**src/rtl/uart_tx_arbiter.sv**
```systemverilog
// Round-robin arbiter sharing one UART transmitter among N_REQ requesters.
// Each grant sends one byte, waits for TxDone or a watchdog timeout, then holds TxEn low for a guard gap.
module uart_tx_arbiter #(
  parameter int N_REQ       = 4,
  parameter int DATA_W      = 8,
  parameter int GUARD_CYC   = 16,
  parameter int TIMEOUT_CYC = 100000
) (
  input  logic                      Clk,
  input  logic                      Rst,
  input  logic [N_REQ-1:0]          Req,
  input  logic [N_REQ*DATA_W-1:0]   ReqData,
  output logic [N_REQ-1:0]          Ack,
  output logic                      Err,
  output logic                      TxEn,
  output logic [DATA_W-1:0]         TxData,
  input  logic                      TxDone,
  output logic                      Busy,
  output logic [2:0]                GntId
);

  localparam int MAX_CYC = (TIMEOUT_CYC > GUARD_CYC) ? TIMEOUT_CYC : GUARD_CYC;
  localparam int CNT_W   = $clog2(MAX_CYC + 1);

  typedef enum logic [1:0] {IDLE, SEND, GUARD} stateT;

  stateT             state, nextState;
  logic [CNT_W-1:0]  cnt;
  logic [2:0]        rrPtr, nextPtr, pickId;
  logic              pickValid, txDoneOk, timedOut;
  logic [3:0]        scanIdx;
  logic [7:0]        reqExt;
  logic [N_REQ-1:0]  ackVec;
  logic [DATA_W-1:0] reqBytes [8];

  // Pad requests and bytes to eight slots so a 3-bit index always fits.
  assign reqExt = 8'(Req);

  for (genvar g = 0; g < 8; g++) begin : gBytes
    if (g < N_REQ) begin : gUsed
      assign reqBytes[g] = ReqData[g*DATA_W +: DATA_W];
    end else begin : gUnused
      assign reqBytes[g] = '0;
    end
  end

  // First requesting index at or after rrPtr, wrapping modulo N_REQ.
  always_comb begin
    pickValid = 1'b0;
    pickId    = '0;
    scanIdx   = '0;
    for (int i = 0; i < N_REQ; i++) begin
      scanIdx = {1'b0, rrPtr} + 4'(i);
      if (scanIdx >= 4'(N_REQ)) scanIdx = scanIdx - 4'(N_REQ);
      if (!pickValid && reqExt[scanIdx[2:0]]) begin
        pickValid = 1'b1;
        pickId    = scanIdx[2:0];
      end
    end
  end

  always_comb begin
    ackVec = '0;
    for (int i = 0; i < N_REQ; i++) ackVec[i] = (GntId == 3'(i));
  end

  assign nextPtr = (GntId == 3'(N_REQ - 1)) ? 3'd0 : GntId + 3'd1;

  always_ff @(posedge Clk or posedge Rst) begin
    if (Rst) state <= IDLE;
    else     state <= nextState;
  end

  // TxDone takes priority over the timeout on the final SEND cycle.
  always_comb begin
    nextState = state;
    txDoneOk  = 1'b0;
    timedOut  = 1'b0;
    TxEn      = 1'b0;
    Busy      = 1'b1;
    case (state)
      IDLE: begin
        Busy = 1'b0;
        if (pickValid) nextState = SEND;
      end
      SEND: begin
        TxEn = 1'b1;
        if (TxDone) begin
          txDoneOk  = 1'b1;
          nextState = GUARD;
        end else if (cnt >= CNT_W'(TIMEOUT_CYC - 1)) begin
          timedOut  = 1'b1;
          nextState = GUARD;
        end
      end
      GUARD: begin
        if (cnt >= CNT_W'(GUARD_CYC - 1)) nextState = IDLE;
      end
      default: nextState = IDLE;
    endcase
  end

  // One counter serves as watchdog in SEND and gap timer in GUARD; it saturates.
  always_ff @(posedge Clk or posedge Rst) begin
    if (Rst) begin
      cnt    <= '0;
      rrPtr  <= '0;
      TxData <= '0;
      GntId  <= '0;
      Ack    <= '0;
      Err    <= 1'b0;
    end else begin
      Ack <= '0;
      Err <= 1'b0;
      case (state)
        IDLE: begin
          cnt <= '0;
          if (pickValid) begin
            TxData <= reqBytes[pickId];
            GntId  <= pickId;
          end
        end
        SEND: begin
          if (txDoneOk || timedOut) begin
            cnt   <= '0;
            Ack   <= ackVec;
            Err   <= timedOut;
            rrPtr <= nextPtr;
          end else if (cnt != '1) begin
            cnt <= cnt + CNT_W'(1);
          end
        end
        default: begin
          if (cnt != '1) cnt <= cnt + CNT_W'(1);
        end
      endcase
    end
  end

endmodule

```
**config.mk**
```make
export PLATFORM = sky130hd
export DESIGN_NAME = uart_tx_arbiter
export DESIGN_NICKNAME = d
export VERILOG_FILES = /design/src/rtl/uart_tx_arbiter.sv
export SDC_FILE = /design/constraint.sdc
export NUM_CORES = 1
export LEC_CHECK = 0
export CORE_MARGIN = 2
export CORE_UTILIZATION = 50
export CTS_BUF_LIST = sky130_fd_sc_hd__clkbuf_8
export DETAILED_ROUTE_END_ITERATION = 8
export PLACE_DENSITY = 0.8
export SYNTH_ARGS = -nofsm -noshare
export SYNTH_HDL_FRONTEND = slang
export SYNTH_SLANG_ARGS = --single-unit
```
**constraint.sdc**
```tcl
create_clock -name Clk -period 3.9 [get_ports Clk]
set_clock_uncertainty 0.1 [all_clocks]
set_input_delay 0.78 -clock Clk [delete_from_list [all_inputs] [get_ports Clk]]
set_output_delay 0.78 -clock Clk [all_outputs]
set_load 0.005 [all_outputs]
```
# After elaboration in Yosys (flattened, before gate mapping)
# Index checks and enable logic that the tools add are counted.
# word_totals
ff_bits,38
latch_bits,0
mem_bits_rw,0
rom_bits,0
in_bits,39
output_inout_bits,18
n_memories,0
# op_classes
n_addsub,9
mul,0
div,0
magnitude_cmp,11
n_eq_ne,9
shifts,0
mux,43
n_bitwise,1
n_reduce_logical,12
# op_table
operator,count
two-way mux 17 bit,2
one-hot mux 17 bit (2 select lines),1
two-way mux 3 bit,9
binary-select mux 8 bit (select 3 bit),1
"adder 17 x 1 -> 17 bit, second input constant",1
"greater-or-equal comparator 17 bit, second input constant",1
"greater-or-equal comparator 17 x 4 -> 1 bit, second input constant",1
two-way mux 1 bit,17
"inequality test 17 bit, second input constant",1
"less-than comparator 3 x 4 -> 1 bit, second input constant",4
two-way mux 8 bit,2
binary-select mux 1 bit (select 3 bit),4
"greater-or-equal comparator 4 x 3 -> 1 bit, second input constant",3
"subtractor 3 bit, second input constant",4
"adder 3 x 2 -> 4 bit, second input constant",2
two-way mux 2 bit,4
two-way mux 4 bit,2
"== test 3 x 2 -> 1 bit, second input constant",2
one-hot mux 2 bit (3 select lines),1
"adder 3 x 1 -> 4 bit, second input constant",1
"greater-or-equal comparator 4 bit, second input constant",1
"inequality test 2 bit, second input constant",2
inverter 3 -> 4 bit,1
AND reduction 2 bit,2
other kinds (12),16

# Depth between registers and ports, before layout
# Gate-level depths: netlist of the first run.
# logic_depth
ltp_word,18
depth_mapped,11

# Worst setup path after synthesis of the first run
# OpenSTA, ideal clock, no wires.
# synth_timing
path_kind,register to register
startpoint,reg rrPtr[0]
endpoint,reg TxData[0]
setup_time_ps,135
arrival_time_ps,3107
required_ps,3665
slack_ps,558
stages_incl_launch_ff,12
period_less_slack_ps,3342
path_cell_list,dfrtp_1 -> buf_1 -> inv_2 -> ha_1 -> buf_6 -> mux4_2 -> a221o_1 -> or4_4 -> nand4_4 -> buf_12 -> mux2i_1 -> o221ai_2
# synth_via
elab_chain_cells,18
elab_cells_between_ends,42
cone_classes,add/sub: 7; order compare: 4; mux: 23; bitwise: 1; reduce/logical: 7
# synth_rtl
item,line_no,text
from (decl),29,"logic [2:0] rrPtr, nextPtr, pickId;"
from (signal assigned),128,rrPtr <= nextPtr;
branches (longest 18 deep; another with adder 3 x 1 -> 4 bit),--,
to (signal assigned),119,TxData <= reqBytes[pickId];
to (decl),16,"output logic [DATA_W-1:0] TxData,"
# Several ways; the timed one is not identified. The select of a mux whose other input is x is not followed.
# A chain may end at the register's enable or synchronous reset.

# Worst setup path after layout of the first run
# layout_timing
startpoint,reg rrPtr[1]
endpoint,reg TxData[0]
# Same word-level chain as after synthesis.

==> results.yml, run 1 <==
yosys:
  syn_nets: 286
  synth-edff-count: 0
  synth_seq_cells: 38
  yosys_warnings: 0
  seq_area_frac_synth_pct: 39.98
  async_flop_share_pct: 100.0
  syn_area_um2: 2379
  syn_avg_cell_area_um2: 9.911
  yosys.cell_types.count: 52
  ys.flop_type: "dfrtp_1"
  synth_cells: 240
layout:
  nFillCells: 387
  multi_input_area_um2: 1314
  antenna_cells: 0
  drive_gt1_share_pct: 9.797
  syn_to_final_growth_pct: 28.72
  final_cells: 350
  final_cell_area_um2: 3062
  seq_area_um2: 950.9
  final_nets: 341
worst_setup_path:
  regToRegSetupSlack_ps: 560
  r2r_start: "rrPtr[1]$_DFFE_PP0P_"
  path_class: "register to register"
  reg2reg_to: "TxData[0]$_DFFE_PP0P_"
  r2r_cells: 8
  critPathLaunchType: "register"
  path_cells: "inv_1 -> ha_1 -> mux4_2 -> a221o_1 -> or4_4 -> nand4_4 -> mux2i_1 -> o221ai_2"
  crit_arrival_ps: 3400
  cp.buffers_inverters: 1
  required_ps: 3960
  path_max_fanout: 16
  worstSetupEndpointType: "register"
  critPathTopFamily: "multiplexers"
  cpMaxStageDelayCell: "mux4_2"
  max_stage_delay_ps: 580
global_route:
  antenna_found_initial: 0
  grt_overflow: 0
  grt_pass1_vias: 1899
  grt_pass1_wl_um: 8956
  grt.total_usage_pct: 22.09
  grt_max_degree: 39
place:
  postPlaceCellArea_um2: 2953
  dpl.hpwl_um: 3966
  dp.cells: 342
  numPortBuffers: 56
  place_ws_ps: 350.9
  place_congestion: 0.8755
clock_tree:
  cts.clk_slew.worst_paths_ps: 80
  cts_hold_buffers: 0
  cts_tree: "built"
  cts_resized: 0
  clk_path_buf_depth: 2
  h-tree-depth: 2
  post_cts_buffers: 0
  cts_buffers: 5
  cts_root_buf: "clkbuf_8"
  cts_sinks: 38
  clock_latency_ps: 290
sta:
  fin_crit_sh_pct: 85.59
  report.final.slew_viol_count: 0
  timing.fmax_mhz: 299.6
  period_needed_ps: 3338
  setup_violations: 0
  worstMarginPinSlew_ps: 778.0
  maxSlewHeadroom_pct: 48.13
  setup_ws_ps: 561.9
  fin_tns_setup_ps: 0
  finalHoldViolCount: 0
  rsz0062_at_grt: "no"
drt:
  drc: 0
  wirelength_um: 5419
  dr.pass1.iters: 4
  wl_met2_um: 2779
  detail-route-antenna-nets: 0
  wl_met3_um: 227
  vias_per_cell: 5.617
  avgRoutedWirePerCell_um: 15.48
  met1_length_um: 2324
  vias: 1966
  drt_iter0_drc: 83
  highest_layer: "met4"
worst_hold_path:
  min_from: "TxData[0]$_DFFE_PP0P_"
  whs_endpoint: "TxData[0]$_DFFE_PP0P_"
  hp-class: "register to register"
  hold_path_depth: 2
floorplanning:
  initial_core_util_pct: 51.03
  die-height_um: 72.97
  chipWidth_um: 72.97
  io_pins: 57
  core_um2: 4661
  placementRows: 25
  die_area_um2: 5325
outcome:
  outcome: "complete, no violations"
pwr:
  vdd_drop_max_mv: 0.2992
  leakage_nw: 1.263
  power-per-cell-area_nw_per_um2: 620.2
job:
  drv_cap: 0
cell families after synthesis:
group | share of synthesized area, %
buffers and inverters | 4.787
adders and majority gates | 3.682
muxes | 12.99
and+or+nand+nor | 18.78
DFF | 39.98
AOI/OAI and AO/OA | 14.99
xor gates and xnor gates | 4.787
cells in the final DEF (no fill, tap or decap), types with 3 or more instances in the layout:
cell type         n
o221ai_1          7
or3_1             5
o21ai_0           4
xor2_1            4
nor3_1            4
o21a_1            4
nor3b_1           3
inv_1            10
clkbuf_8          5
nand3_1           6
mux2_2            4
nand2_1          15
xnor2_1           9
nand2b_1          6
dfrtp_1          38
mux2i_1          23
nor2_1           16
or2b_2            3
clkdlybuf4s50_1  56
a21oi_1          21
ha_1              7
nor4_1            3
nand4_1           5
per-stage QoR:
step	util [%]	hold WS, ps	power (mW)
after floorplan	-	386.3	1.327
after global placement	63.36	388.0	1.563
after detailed placement	63.36	398.1	1.586
after CTS	65.69	413.0	1.923
after global routing	65.69	435.9	2.047
final	65.69	402.2	1.899
how the worst max path moves through the flow:
| stage | start | endpoint | slack (ps) | cells past startpoint |
|---|---|---|---|---|
| global route | rrPtr[1]$_DFFE_PP0P_ | TxData[6]$_DFFE_PP0P_ | 340 | 8 |
| global placement | Req[3] | TxData[0]$_DFFE_PP0P_ | 430 | 7 |
| CTS | rrPtr[1]$_DFFE_PP0P_ | TxData[0]$_DFFE_PP0P_ | 550 | 8 |
| finish | rrPtr[1]$_DFFE_PP0P_ | TxData[0]$_DFFE_PP0P_ | 560 | 8 |
| detailed placement | Req[3] | TxData[0]$_DFFE_PP0P_ | 350 | 7 |
| floorplan | rrPtr[0]$_DFFE_PP0P_ | TxData[0]$_DFFE_PP0P_ | 560 | 11 |
cells in the mapped netlist (all sizes together), types with 2 or more instances:
master  instances  area [um^2]
nand2b          8        55.06
clkbuf          5        18.77
o21a            4        30.03
ha              7        87.58
xnor2           9        78.83
mux2i          23        230.2
mux2            5        56.30
dfrtp          38        950.9
nand3           6        30.03
inv            11        41.29
nor3b           3        22.52
nor4            3        18.77
o21ai           7        38.79
nor2           16        60.06
a31oi           2        12.51
or2b            3        26.28
a311o           2        20.02
and2            2        12.51
buf             5        50.04
a21oi          22        113.9
o221ai          9        91.34
or2             2        12.51
nand4           6        52.55
xor2            4        35.03
nor3            4        20.02
nand2          15        56.30
or3             5        31.28
layer usage:
layer | vias up | global-route usage (%)
li1 | 978 | -
met1 | 934 | 27.76
met2 | 47 | 36.26
met3 | 7 | 4.972
met4 | 0 | 10.08
met5 | - | 0
power by group:
part | total, mW | switching [mW] | internal [mW]
clock | 0.330 | 0.142 | 0.188
sequential | 0.559 | 0.0715 | 0.488
combinational | 1.01 | 0.494 | 0.516
flip-flops by register name (all words and copies together) (netlist names):
register and cells:
Ack 4, GntId 3, TxData 8, state 2
cnt 17, rrPtr 3, Err 1
worst reg2reg max path, stage by stage, from the launching register on:
cell and delay (ps):
dfrtp_1 430, inv_1 110, ha_1 510, mux4_2 580
a221o_1 340, or4_4 440, nand4_4 290, mux2i_1 270
o221ai_2 130
layout make-up:
class	count	area share [%]
repair buffers	58	18.80
clock buffers	5	2.248
multi-input cells	180	42.91
well taps	54	2.207
clock inverters	3	1.308
inverters	12	1.471
flip-flops and latches	38	31.06
Power figures use the tool's default switching activity.
==> inputs of run 2 (changes only) <==
CORE_MARGIN = not set   (was 2)
==> run 2 against run 1 <==
- the run now ends with DRC left
- worst setup slack got worse by 25 ps
- final area hardly changed
- global-route usage is 0.27 points higher
- sequential power up 3%
- via count grew 1.9%
- clock-buffer cell count is the same
- non-clock buffer count unchanged
- wire length decreased by 1.3%
- fmax shrank 0.75%
- worst hold slack better by 15 ps
- critical path depth stayed put
- combinational power barely moved
==> results.yml, run 2 (same netlist as run 1, synthesis figures left out) <==
worst_setup_path:
  r2r_start: "rrPtr[0]$_DFFE_PP0P_"
  cpMaxStageDelayCell: "dfrtp_1"
  path_max_fanout: 16
  reg2reg_to: "TxData[1]$_DFFE_PP0P_"
  path_cells: "inv_2 -> ha_1 -> mux4_2 -> a221o_1 -> or4_4 -> nand4_4 -> mux2i_1 -> o221ai_1"
  r2r_cells: 8
  crit_arrival_ps: 3410
  worstSetupEndpointType: "register"
  cp.buffers_inverters: 1
  max_stage_delay_ps: 650
  regToRegSetupSlack_ps: 540
  critPathTopFamily: "multiplexers"
  critPathLaunchType: "register"
  required_ps: 3950
  path_class: "register to register"
pwr:
  power_switching_mw: 0.7179
  seqPwrFrac_pct: 30.1
  p_int_mw: 1.195
  switching_share_pct: 37.53
  clockPowerShare_pct: 17.3
  power-per-cell-area_nw_per_um2: 625.2
  leakage_nw: 1.263
  vdd_drop_max_mv: 0.4930
  p_total_mw: 1.913
  combPwrFrac_pct: 52.6
floorplanning:
  placementRows: 24
  die-height_um: 70.97
  die_area_um2: 5037
  core_um2: 4474
  io_pins: 57
  chipWidth_um: 70.97
  initial_core_util_pct: 53.16
layout:
  top_register: "cnt"
  final_common_cell: "clkdlybuf4s50_1"
  layout_common_cells: "clkdlybuf4s50_1 (56), dfrtp_1 (38), mux2i_1 (23)"
  final_cells: 348
  top_regs: "cnt: 17 flops, TxData: 8 flops, Ack: 4 flops"
  final_cell_area_um2: 3059
  antenna_cells: 0
  drive_gt1_share_pct: 9.797
  final_nets: 341
  syn_to_final_growth_pct: 28.62
  largest_register_ffs: 17
sta:
  fin_tns_setup_ps: 0
  rsz0062_at_grt: "no"
  fin_crit_sh_pct: 86.24
  setup_ws_ps: 536.7
  maxSlewHeadroom_pct: 48.22
  worstMarginPinSlew_ps: 776.8
  timing.fmax_mhz: 297.3
  finalHoldViolCount: 0
  report.final.slew_viol_count: 0
  setup_violations: 0
  period_needed_ps: 3363
drt:
  avgRoutedWirePerCell_um: 15.37
  dr.pass1.iters: 7
  vias_per_cell: 5.759
  vias: 2004
  detail-route-antenna-nets: 0
  drt_iter0_drc: 107
  drc: 2
  wirelength_um: 5350
clock_tree:
  clock_latency_ps: 300
  cts_buffers: 5
  post_cts_buffers: 0
  h-tree-depth: 2
  cts_hold_buffers: 0
  clk_path_buf_depth: 2
  cts_resized: 0
  cts_tree: "built"
  cts_root_buf: "clkbuf_8"
  cts_sinks: 38
  cts.clk_slew.worst_paths_ps: 70
global_route:
  grt_pass1_vias: 1874
  grt_util_met1_pct: 30.93
  grt.total_usage_pct: 22.35
  grt_busiest_layer: "met2"
  grt_pass1_wl_um: 8838
  grt_overflow: 0
  grt_max_degree: 39
  met2_usage_pct: 35.58
  grtUsageMet3_pct: 5.128
  antenna_found_initial: 0
place:
  place_ws_ps: 372.6
  place_congestion: 0.8746
  numPortBuffers: 56
  dp.cells: 340
  dpl.hpwl_um: 3878
  postPlaceCellArea_um2: 2950
worst_hold_path:
  hp-class: "register to register"
  whs_endpoint: "TxData[0]$_DFFE_PP0P_"
  hold_path_depth: 2
  min_from: "TxData[0]$_DFFE_PP0P_"
job:
  drv_cap: 0
outcome:
  violations: "DRC"
  outcome: "finished with violations"
run 2: cell counts in the layout (fill, tap and decap cells not counted):
No cell type changed its count.
run 2: metal layers:
metal  share of wire [%]  wire (um)  vias up
li1                    -          -      979
met1                  46       2465      965
met2                  48       2581       51
met3                 4.3        228        9
met4                 1.4         75        0
met5                   0          0        -
run 2: final cells by class:
cell class,count,area (um^2)
fill,357,1415
multi-input combinational,180,1314
tap,52,65.06
sequential,38,950.9
inverter,12,45.04
clock buffer,5,68.82
clock inverter,3,40.04
timing repair buffer,58,575.6
run 2: power by group through the flow:
stage	Clock [mW]	Sequential (mW)	Combinational, mW
floorplan	0	0.559	0.768
global placement	0	0.580	0.991
detailed placement	0	0.581	1.01
CTS	0.337	0.576	1.01
global route	0.355	0.589	1.10
finish	0.331	0.576	1.01
run 2: stage by stage:
stage	hold WS (ps)	util [%]
3_3_place_gp	388.3	65.94
4_1_cts	410.5	68.37
2_1_floorplan	386.3	-
5_1_grt	439.7	68.37
3_5_place_dp	391.0	65.94
6_report	417.0	68.37
run 2: worst max path at each step:
stage,from,to,slack (ps),cells after the start
after floorplan,rrPtr[0]$_DFFE_PP0P_,TxData[0]$_DFFE_PP0P_,560,11
after global placement,Req[2],TxData[0]$_DFFE_PP0P_,420,7
after detailed placement,Req[3],TxData[1]$_DFFE_PP0P_,370,7
after CTS,rrPtr[0]$_DFFE_PP0P_,TxData[1]$_DFFE_PP0P_,540,8
after global routing,rrPtr[0]$_DFFE_PP0P_,TxData[4]$_DFFE_PP0P_,370,8
final,rrPtr[0]$_DFFE_PP0P_,TxData[1]$_DFFE_PP0P_,540,8
run 2: worst register-to-register path, stage by stage (launching register included):
cell	delay (ps)
dfrtp_1	650
inv_2	130
ha_1	360
mux4_2	520
a221o_1	340
or4_4	440
nand4_4	290
mux2i_1	240
o221ai_1	150
==> inputs of run 3 (changes only) <==
--- a/config.mk
+++ b/config.mk
@@ -9,5 +9,5 @@
 export CTS_BUF_LIST = sky130_fd_sc_hd__clkbuf_8
 export DETAILED_ROUTE_END_ITERATION = 8
-export PLACE_DENSITY = 0.8
+export PLACE_DENSITY = 0.86
 export SYNTH_ARGS = -nofsm -noshare
 export SYNTH_HDL_FRONTEND = slang
==> constraint.sdc (replaced) <==
create_clock -name Clk -period 3.9 [get_ports Clk]
set_clock_uncertainty 0.1 [all_clocks]
set_input_delay 0.78 -clock Clk [delete_from_list [all_inputs] [get_ports Clk]]
set_output_delay 0.78 -clock Clk [all_outputs]
set_load 0.01 [all_outputs]
==> run 3 against run 2 <==
- the run still ends with DRC left
- via count increased by 2.1%
- utilization fell by 0.67 points
- final area fell by 0.98%
- sequential power decreased by 3%
- total power decreased by 2.3%
- sequential cell count unchanged
- cell count fell by 0.29%
- clock-buffer cell count unchanged
- clock power decreased by 23%
==> results.yml, run 3 (same netlist as run 1, synthesis figures left out) <==
worst_setup_path:
  path_class: "register to register"
  r2r_start: "rrPtr[1]$_DFFE_PP0P_"
  r2r_cells: 8
  path_max_fanout: 16
  critPathLaunchType: "register"
  crit_arrival_ps: 3420
  path_cells: "inv_1 -> ha_1 -> mux4_2 -> a221o_1 -> or4_4 -> nand4_4 -> mux2i_1 -> o221ai_2"
  required_ps: 3950
  cpMaxStageDelayCell: "mux4_2"
  startpoint: "rrPtr[1]$_DFFE_PP0P_"
  max_stage_delay_ps: 580
  worstSetupEndpointType: "register"
  regToRegSetupSlack_ps: 530
layout:
  top_regs: "cnt: 17 flops, TxData: 8 flops, Ack: 4 flops"
  final_cells: 347
  final_nets: 341
  antenna_cells: 0
  largest_register_ffs: 17
  top_register: "cnt"
  drive_gt1_share_pct: 9.492
  syn_to_final_growth_pct: 27.35
  layout_common_cells: "clkdlybuf4s50_1 (56), dfrtp_1 (38), mux2i_1 (23)"
  final_common_cell: "clkdlybuf4s50_1"
clock_tree:
  cts_tree: "built"
  clock_latency_ps: 290
  cts_sinks: 38
  cts_hold_buffers: 0
  cts_resized: 0
  h-tree-depth: 2
  cts_buffers: 5
  post_cts_buffers: 0
  cts.clk_slew.worst_paths_ps: 80
  clk_path_buf_depth: 2
  cts_root_buf: "clkbuf_8"
pwr:
  power-per-cell-area_nw_per_um2: 616.7
  vdd_drop_max_mv: 0.3184
  leakage_nw: 1.249
  p_total_mw: 1.868
drt:
  avgRoutedWirePerCell_um: 15.68
  vias: 2047
  wirelength_um: 5440
  drc: 3
  dr.pass1.iters: 7
  detail-route-antenna-nets: 0
  vias_per_cell: 5.899
  drt_iter0_drc: 95
floorplanning:
  io_pins: 57
  initial_core_util_pct: 53.16
  die-height_um: 70.97
  placementRows: 24
  core_um2: 4474
  die_area_um2: 5037
  chipWidth_um: 70.97
sta:
  period_needed_ps: 3368
  maxSlewHeadroom_pct: 43.81
  timing.fmax_mhz: 296.9
  setup_violations: 0
  fin_crit_sh_pct: 86.35
  report.final.slew_viol_count: 0
  finalHoldViolCount: 0
  fin_tns_setup_ps: 0
  worstMarginPinSlew_ps: 842.9
  rsz0062_at_grt: "no"
global_route:
  grt_pass1_wl_um: 9225
  grt_pass1_vias: 2008
  antenna_found_initial: 0
  grt.total_usage_pct: 23.40
  grt_overflow: 0
  grt_max_degree: 39
place:
  dp.cells: 340
  place_congestion: 0.8399
  dpl.hpwl_um: 4023
  numPortBuffers: 56
worst_hold_path:
  hp-class: "register to register"
  hold_path_depth: 2
  min_from: "TxData[6]$_DFFE_PP0P_"
outcome:
  violations: "DRC"
  outcome: "finished with violations"
job:
  drv_cap: 0
## run 3: cell types whose count changed in the layout (fill, tap and decap cells not counted), sizes merged
cell and delta:
bufinv -1
## run 3: power by group
group	total [mW]	internal (mW)	switching (mW)
clock network	0.255	0.120	0.135
logic	1.05	0.518	0.534
registers	0.561	0.488	0.0731
## run 3: path summary, 6_finish.rpt
kind,end
hold reg to reg,TxData[6]$_DFFE_PP0P_
setup reg to reg,TxData[7]$_DFFE_PP0P_
setup / recovery,TxData[7]$_DFFE_PP0P_
min in group asynchronous,TxData[7]$_DFFE_PP0P_
max in group asynchronous,cnt[13]$_DFF_PP0_
hold / removal,TxData[6]$_DFFE_PP0P_
## run 3: routing by layer
| layer | track usage [%] | wire, um | vias up |
|---|---|---|---|
| met4 | 7.556 | 101 | 0 |
| met1 | 29.53 | 2328 | 984 |
| met5 | 0 | 0 | - |
| met2 | 39.42 | 2715 | 74 |
| li1 | - | - | 977 |
| met3 | 5.983 | 293 | 12 |
## run 3: critical path: cells and delay by family, from the launching register on
kind	cells	cell delay, ps
mux	2	870
simple gates	2	730
compound gates	2	460
flops	1	450
buf+inv	1	110
fa+ha+maj	1	500
## run 3: final cells by class
class,count,area [um^2]
Sequential cell,38,950.9
Timing Repair Buffer,58,575.6
Clock inverter,2,10.01
Tap cell,52,65.06
Clock buffer,5,68.82
Multi-Input combinational cell,180,1314
Fill cell,369,1445
Inverter,12,45.04
## run 3: through the flow
stage	setup slack [ps]	hold WS, ps	util, %	instance area [um^2]
detailed placement	352.5	386.4	65.94	2950
global placement	420.3	388.5	65.94	2950
floorplan	558.0	426.2	-	2379
finish	532.2	398.3	67.70	3029
global route	364.7	429.8	67.70	3029
CTS	556.1	404.9	67.70	3029
